--- src/rtl/alu_cmd_sequencer.sv ---
// alu_cmd_sequencer
// Queues ALU commands in a small FIFO, drives a TinyALU-style start/done
// datapath one command at a time, and returns each result (or a timeout /
// illegal-opcode error) on a valid/ready response channel in command order.

module alu_cmd_sequencer #(
   parameter int DATA_W  = 8,
   parameter int DEPTH   = 4,
   parameter int TIMEOUT = 64
) (
   input  logic                      clk,
   input  logic                      reset,

   input  logic                      cmd_valid,
   output logic                      cmd_ready,
   input  logic [2:0]                cmd_op,
   input  logic [DATA_W-1:0]         cmd_a,
   input  logic [DATA_W-1:0]         cmd_b,

   output logic                      alu_start,
   output logic [2:0]                alu_op,
   output logic [DATA_W-1:0]         alu_a,
   output logic [DATA_W-1:0]         alu_b,
   output logic                      alu_reset_n,
   input  logic                      alu_done,
   input  logic [2*DATA_W-1:0]       alu_result,

   output logic                      rsp_valid,
   input  logic                      rsp_ready,
   output logic [2:0]                rsp_op,
   output logic [2*DATA_W-1:0]       rsp_result,
   output logic                      rsp_err,

   output logic [$clog2(DEPTH):0]    level
);

   localparam int PTR_W = $clog2(DEPTH);
   localparam int CNT_W = (TIMEOUT > 1) ? $clog2(TIMEOUT) : 1;

   localparam logic [PTR_W:0] PTR_ONE = (PTR_W+1)'(1);
   localparam logic [CNT_W-1:0] CNT_ONE = CNT_W'(1);
   localparam logic [CNT_W-1:0] CNT_LAST = CNT_W'(TIMEOUT - 1);

   localparam logic [2:0] OP_NOP = 3'b000;
   localparam logic [2:0] OP_RST = 3'b111;
   localparam logic [2:0] OP_BAD5 = 3'b101;
   localparam logic [2:0] OP_BAD6 = 3'b110;

   typedef enum logic [2:0] {
      IDLE,
      ISSUE,
      WAIT,
      ARST,
      RESP
   } state_t;

   // ------------------------------------------------------------------
   // Command FIFO
   // ------------------------------------------------------------------
   logic [2:0]        fifo_op [DEPTH];
   logic [DATA_W-1:0] fifo_a  [DEPTH];
   logic [DATA_W-1:0] fifo_b  [DEPTH];

   logic [PTR_W:0]    wr_ptr;
   logic [PTR_W:0]    rd_ptr;
   logic              full;
   logic              empty;
   logic              push;
   logic              pop;

   logic [2:0]        head_op;
   logic [DATA_W-1:0] head_a;
   logic [DATA_W-1:0] head_b;
   logic              head_illegal;

   assign empty     = (wr_ptr == rd_ptr);
   assign full      = (wr_ptr[PTR_W] != rd_ptr[PTR_W]) &&
                      (wr_ptr[PTR_W-1:0] == rd_ptr[PTR_W-1:0]);
   assign cmd_ready = !reset && !full;
   assign push      = cmd_valid && cmd_ready;
   assign level     = wr_ptr - rd_ptr;

   assign head_op      = fifo_op[rd_ptr[PTR_W-1:0]];
   assign head_a       = fifo_a[rd_ptr[PTR_W-1:0]];
   assign head_b       = fifo_b[rd_ptr[PTR_W-1:0]];
   assign head_illegal = (head_op == OP_BAD5) || (head_op == OP_BAD6);

   // FIFO pointers: the extra top bit distinguishes full from empty
   always_ff @(posedge clk) begin
      if (reset) begin
         wr_ptr <= '0;
         rd_ptr <= '0;
      end else begin
         if (push) begin
            wr_ptr <= wr_ptr + PTR_ONE;
         end
         if (pop) begin
            rd_ptr <= rd_ptr + PTR_ONE;
         end
      end
   end

   // FIFO storage: plain memory, contents are meaningless until written
   always_ff @(posedge clk) begin
      if (push) begin
         fifo_op[wr_ptr[PTR_W-1:0]] <= cmd_op;
         fifo_a[wr_ptr[PTR_W-1:0]]  <= cmd_a;
         fifo_b[wr_ptr[PTR_W-1:0]]  <= cmd_b;
      end
   end

   // ------------------------------------------------------------------
   // Sequencer FSM; all ALU and response pins are registered
   // ------------------------------------------------------------------
   state_t              state;
   state_t              state_d;
   logic [CNT_W-1:0]    cnt;
   logic [CNT_W-1:0]    cnt_d;

   logic                alu_start_d;
   logic [2:0]          alu_op_d;
   logic [DATA_W-1:0]   alu_a_d;
   logic [DATA_W-1:0]   alu_b_d;
   logic                rsp_valid_d;
   logic [2:0]          rsp_op_d;
   logic [2*DATA_W-1:0] rsp_result_d;
   logic                rsp_err_d;

   // The ALU is held in reset only while the FSM sits in ARST or the block is reset
   assign alu_reset_n = !reset && (state != ARST);

   // Next-state and next-output decode; every register holds its value by default
   always_comb begin
      state_d      = state;
      cnt_d        = cnt;
      pop          = 1'b0;
      alu_start_d  = alu_start;
      alu_op_d     = alu_op;
      alu_a_d      = alu_a;
      alu_b_d      = alu_b;
      rsp_valid_d  = rsp_valid;
      rsp_op_d     = rsp_op;
      rsp_result_d = rsp_result;
      rsp_err_d    = rsp_err;

      case (state)
         IDLE: begin
            if (!empty) begin
               pop          = 1'b1;
               cnt_d        = '0;
               rsp_op_d     = head_op;
               rsp_result_d = '0;
               rsp_err_d    = 1'b0;
               if (head_illegal) begin
                  rsp_err_d = 1'b1;
                  state_d   = RESP;
               end else begin
                  alu_op_d = head_op;
                  alu_a_d  = head_a;
                  alu_b_d  = head_b;
                  state_d  = (head_op == OP_RST) ? ARST : ISSUE;
               end
            end
         end

         ISSUE: begin
            alu_start_d = 1'b1;
            cnt_d       = '0;
            state_d     = (alu_op == OP_NOP) ? RESP : WAIT;
         end

         WAIT: begin
            if (alu_done) begin
               alu_start_d  = 1'b0;
               rsp_result_d = alu_result;
               rsp_valid_d  = 1'b1;
               state_d      = RESP;
            end else if (cnt == CNT_LAST) begin
               alu_start_d  = 1'b0;
               rsp_result_d = '0;
               rsp_err_d    = 1'b1;
               rsp_valid_d  = 1'b1;
               state_d      = RESP;
            end else begin
               cnt_d = cnt + CNT_ONE;
            end
         end

         ARST: begin
            if (cnt == CNT_ONE) begin
               state_d = RESP;
            end else begin
               cnt_d = cnt + CNT_ONE;
            end
         end

         RESP: begin
            if (!rsp_valid) begin
               rsp_valid_d = 1'b1;
               alu_start_d = 1'b0;
            end else if (rsp_ready) begin
               rsp_valid_d = 1'b0;
               state_d     = IDLE;
            end
         end

         default: begin
            state_d = IDLE;
         end
      endcase
   end

   // State, counter and output registers; reset aborts any command in flight
   always_ff @(posedge clk) begin
      if (reset) begin
         state      <= IDLE;
         cnt        <= '0;
         alu_start  <= 1'b0;
         alu_op     <= '0;
         alu_a      <= '0;
         alu_b      <= '0;
         rsp_valid  <= 1'b0;
         rsp_op     <= '0;
         rsp_result <= '0;
         rsp_err    <= 1'b0;
      end else begin
         state      <= state_d;
         cnt        <= cnt_d;
         alu_start  <= alu_start_d;
         alu_op     <= alu_op_d;
         alu_a      <= alu_a_d;
         alu_b      <= alu_b_d;
         rsp_valid  <= rsp_valid_d;
         rsp_op     <= rsp_op_d;
         rsp_result <= rsp_result_d;
         rsp_err    <= rsp_err_d;
      end
   end

endmodule
--- config.mk ---
export PLATFORM = sky130hd
export DESIGN_NAME = alu_cmd_sequencer
export DESIGN_NICKNAME = d
export VERILOG_FILES = /design/src/rtl/alu_cmd_sequencer.sv
export SDC_FILE = /design/constraint.sdc
export NUM_CORES = 1
export LEC_CHECK = 0
export CORE_MARGIN = 8
export CORE_UTILIZATION = 33
export CTS_BUF_LIST = sky130_fd_sc_hd__clkbuf_4 sky130_fd_sc_hd__clkbuf_8
export CTS_CLUSTER_DIAMETER = 100
export DETAILED_ROUTE_END_ITERATION = 6
export GPL_ROUTABILITY_DRIVEN = 0
export SLEW_MARGIN = 20
export SYNTH_ARGS = -nofsm -noshare
export SYNTH_HDL_FRONTEND = slang
export SYNTH_SLANG_ARGS = --single-unit
--- constraint.sdc ---
create_clock -name clk -period 4.23 [get_ports clk]
set_input_delay 1.0575 -clock clk [delete_from_list [all_inputs] [get_ports clk]]
set_output_delay 1.0575 -clock clk [all_outputs]
set_load 0.02 [all_outputs]
==> impl_metrics.py <==
metrics = {
    "timing": {
        "finClkSkew_ns": 0.0126,
        "setup_viol": 0,
        "maxSlewViolCount": 0,
        "min_period_ns": 3.38,
        "fin_setup_tns_ns": 0,
        "worst_slew_pin_slew_ns": 0.957,
        "fin_crit_sh_pct": 79.9,
        "relSlewSlack_pct": 36.1,
        "fmaxAchievable_mhz": 296,
        "grt_setup_unrepaired": "false",
        "hold_viol": 0,
    },
    "layout": {
        "stdcell_count": 698,
        "antenna_cells": 0,
        "area_delta_synth_final_pct": 28.0,
        "drive_above_1_share_pct": 12.2,
        "fillers": 1482,
        "multi_input_area_sq_um": 1710,
        "register_area_sq_um": 3440,
        "nNetsFinal": 519,
    },
    "placed_design": {
        "port_buffers": 85,
        "detailed_place_hpwl_microns": 7630,
        "place_inst": 666,
    },
    "clocking": {
        "post_cts_buffers": 0,
        "hold_buffers": 0,
        "post_cts_resize_count": 0,
        "cts_sinks": 134,
        "cts_buffer_depth": 2,
        "cts_made_buffers": 17,
        "path_clk_slew_ns": 0.08,
        "h-tree-depth": 4,
        "tritoncts": "yes",
        "cts-root-buf": "clkbuf_8",
        "clk_latency_ns": 0.43,
    },
    "drt": {
        "firstDrtPassIters": 5,
        "post_drt_via_cell_ratio": 4.69,
        "vias": 3277,
        "post-route-drc-count": 0,
        "post_drt_wl_per_cell_microns": 16.3,
        "wirelength_microns": 11400,
        "drt.antenna.violating_nets": 0,
        "drt_iter0_drc": 186,
    },
    "run": {
        "cap_violations": 0,
    },
    "logic_synthesis": {
        "synthSimpleGateAreaFrac_pct": 9.02,
        "syn-num-nets": 427,
        "ys.flop_type": "edfxtp_1",
        "synth_compound_area_share_pct": 7.60,
        "synthAdderAreaFrac_pct": 2.52,
        "async_reset_ff_share_pct": 0,
        "synthDistinctLibCells": 41,
        "synth_area_leaders": "edfxtp_1 43%, dfxtp_1 22%, mux4_2 7.7%, mux2i_1 3.6%, nor2_1 3.3%",
        "ys_warn_count": 0,
        "synth_top_area_share_pct": 43.3,
        "avgSynthCellArea_sq_um": 14.0,
        "netlist_instances": 377,
        "synth_top_family_by_area": "multiplexers",
        "yosysSeqAreaShare_pct": 65.3,
        "synth_area_leader_cell": "edfxtp_1",
        "synth_xor_area_share_pct": 1.33,
        "synth-edff-count": 76,
        "ys_ff_latch": 134,
        "netlist_area_sq_um": 5270,
        "synthMuxAreaShare_pct": 11.8,
    },
    "worst_hold_path": {
        "min_from": "rsp_op[2]",
        "hold_path_class": "flop to flop",
        "whs_path_depth": 2,
        "whs_endpoint": "rsp_op[2]",
    },
    "worst_setup_path": {
        "worst-r2r-cell-count": 7,
        "cpPeakStageDelay_ns": 0.63,
        "path_cells": "inv_1 -> ha_1 -> fa_1 -> xnor2_1 -> clkdlybuf4s50_1",
        "timing.rr.start": "wr_ptr[0]",
        "cp-end-kind": "primary output",
        "crit_required_ns": 3.17,
        "reg2reg_to": "alu_a[2]",
        "critPathSlowestCell": "clkdlybuf4s50_1",
        "critPathMaxFanout": 4,
        "worstSetupPathType": "flop to primary output",
        "cp-start-kind": "flop",
        "crit_arrival_ns": 2.32,
        "r2r_slack_ns": 1.61,
    },
    "die": {
        "pin_count": 86,
        "core-area_sq_um": 15800,
        "start_util_pct": 33.4,
        "die_h_microns": 142,
        "die-area_sq_um": 20300,
        "die_x_microns": 142,
        "placementRows": 46,
    },
    "grt": {
        "gr-max-usage-layer": "met2",
        "gr-usage-met1_pct": 13.4,
        "grt_max_degree": 56,
        "antenna_found_initial": 0,
        "grtUsageTotal_pct": 11.8,
        "grt_pass1_vias": 3436,
        "met2_usage_pct": 19.8,
        "grtUsageMet3_pct": 5.03,
        "grt_pass1_wl_microns": 18200,
        "grt-ovfl-total": 0,
    },
    "power": {
        "finalPower_w": 0.00406,
        "ir_drop_v": 0.000327,
        "p_leak_nw": 2.28,
        "pwr_density_cell_nw_per_um2": 601,
    },
    "run_status": {
        "outcome": "completed",
    },
}
layout by cell type, fill, tap and decap left out, types with 6 or more instances in the layout:
cell type / n
clkbuf_8: 17
nand2_1: 14
ha_1: 9
a21oi_1: 15
nor3_1: 6
o31ai_1: 7
clkdlybuf4s50_1: 84
a22oi_1: 16
nor2b_1: 6
nor2_1: 47
inv_1: 9
mux2i_1: 19
nand3_1: 7
edfxtp_1: 76
buf_4: 7
mux4_2: 18
dfxtp_1: 58
cell type report:
cell class,instances,area share (%)
clock buffer,20,3.80
clock inverter,12,1.93
inverter,9,0.501
multi-input combinational,215,25.4
sequential,134,51.0
tap,216,4.01
timing repair buffer,92,13.3
sequential cells by signal, summed over array words and instances (netlist names), 3 cells and up, named ones only:
signal and flops:
rsp_op 3, rsp_result 16, alu_op 3, cnt 6, fifo_op 12, alu_b 8, rd_ptr 3, fifo_b 32
alu_a 8, state 3, wr_ptr 3, fifo_a 32
worst max-delay path: cells and delay by family (launching register included):
family,cells,cell delay [ns]
flip-flops,1,0.40
XOR/XNOR,1,0.17
buffers and inverters,2,0.73
adder cells (fa/ha/maj),2,0.59
how the worst max path moves through the flow:
stage          startpoint            to  slack, ns  depth (start not counted)
2_1_floorplan   rd_ptr[1]  fifo_a[3][0]       1.16                          7
3_3_place_gp        reset   alu_reset_n       1.12                          3
3_5_place_dp        reset   alu_reset_n       1.11                          3
4_1_cts         wr_ptr[0]      level[2]       0.81                          5
5_1_grt         wr_ptr[0]      level[2]       0.73                          5
6_report        wr_ptr[0]      level[2]       0.85                          5
power breakdown:
part	total, W	switching [W]	leakage, nW	internal (W)
clock network	0.00102	0.000478	0.199	0.000543
logic	0.00137	0.000757	0.919	0.000615
registers	0.00166	0.000129	1.16	0.00153
total	0.00406	0.00136	2.28	0.00269
stage by stage:
stage	area [sq um]	util (%)	setup slack (ns)	hold WS, ns
floorplan	5270	-	1.16	0.469
CTS	6740	42.7	0.806	0.472
global placement	6350	40.3	1.12	0.451
finish	6750	42.8	0.852	0.471
detailed placement	6350	40.3	1.11	0.461
global route	6750	42.8	0.725	0.481
per-layer routing:
layer | share of wire, % | wire length, microns | vias up
met5 | 0 | 0 | -
met4 | 0.61 | 69 | 0
met3 | 8.2 | 932 | 8
met2 | 49 | 5580 | 96
met1 | 42 | 4810 | 1577
li1 | - | - | 1596
logic make-up (layout without fill, tap and decap cells):
group / after synthesis / in the layout
buf+inv: 28 / 133
fa+ha+maj: 10 / 10
xor+xnor: 8 / 8
mux: 38 / 38
compound gates: 59 / 59
flops: 134 / 134
simple gates: 100 / 100
synth_stat cells, types with 2 or more instances:
library cell	instances
clkbuf_1	11
nand2b_1	3
xnor2_1	5
ha_1	9
dfxtp_1	58
or4_1	4
mux4_2	18
or4b_1	2
o21a_1	2
and2_1	5
mux2i_1	19
edfxtp_1	76
nand3_1	7
nand2_1	14
and3_1	2
buf_6	2
a22oi_1	16
a211oi_1	2
nand4_1	2
buf_2	5
xor2_1	3
a21o_1	2
o21ai_0	5
nor2_1	47
nor2b_1	6
o31ai_1	7
nor3_1	6
a21oi_1	15
a21boi_0	4
inv_1	9
(Power assumes the default switching activity.)
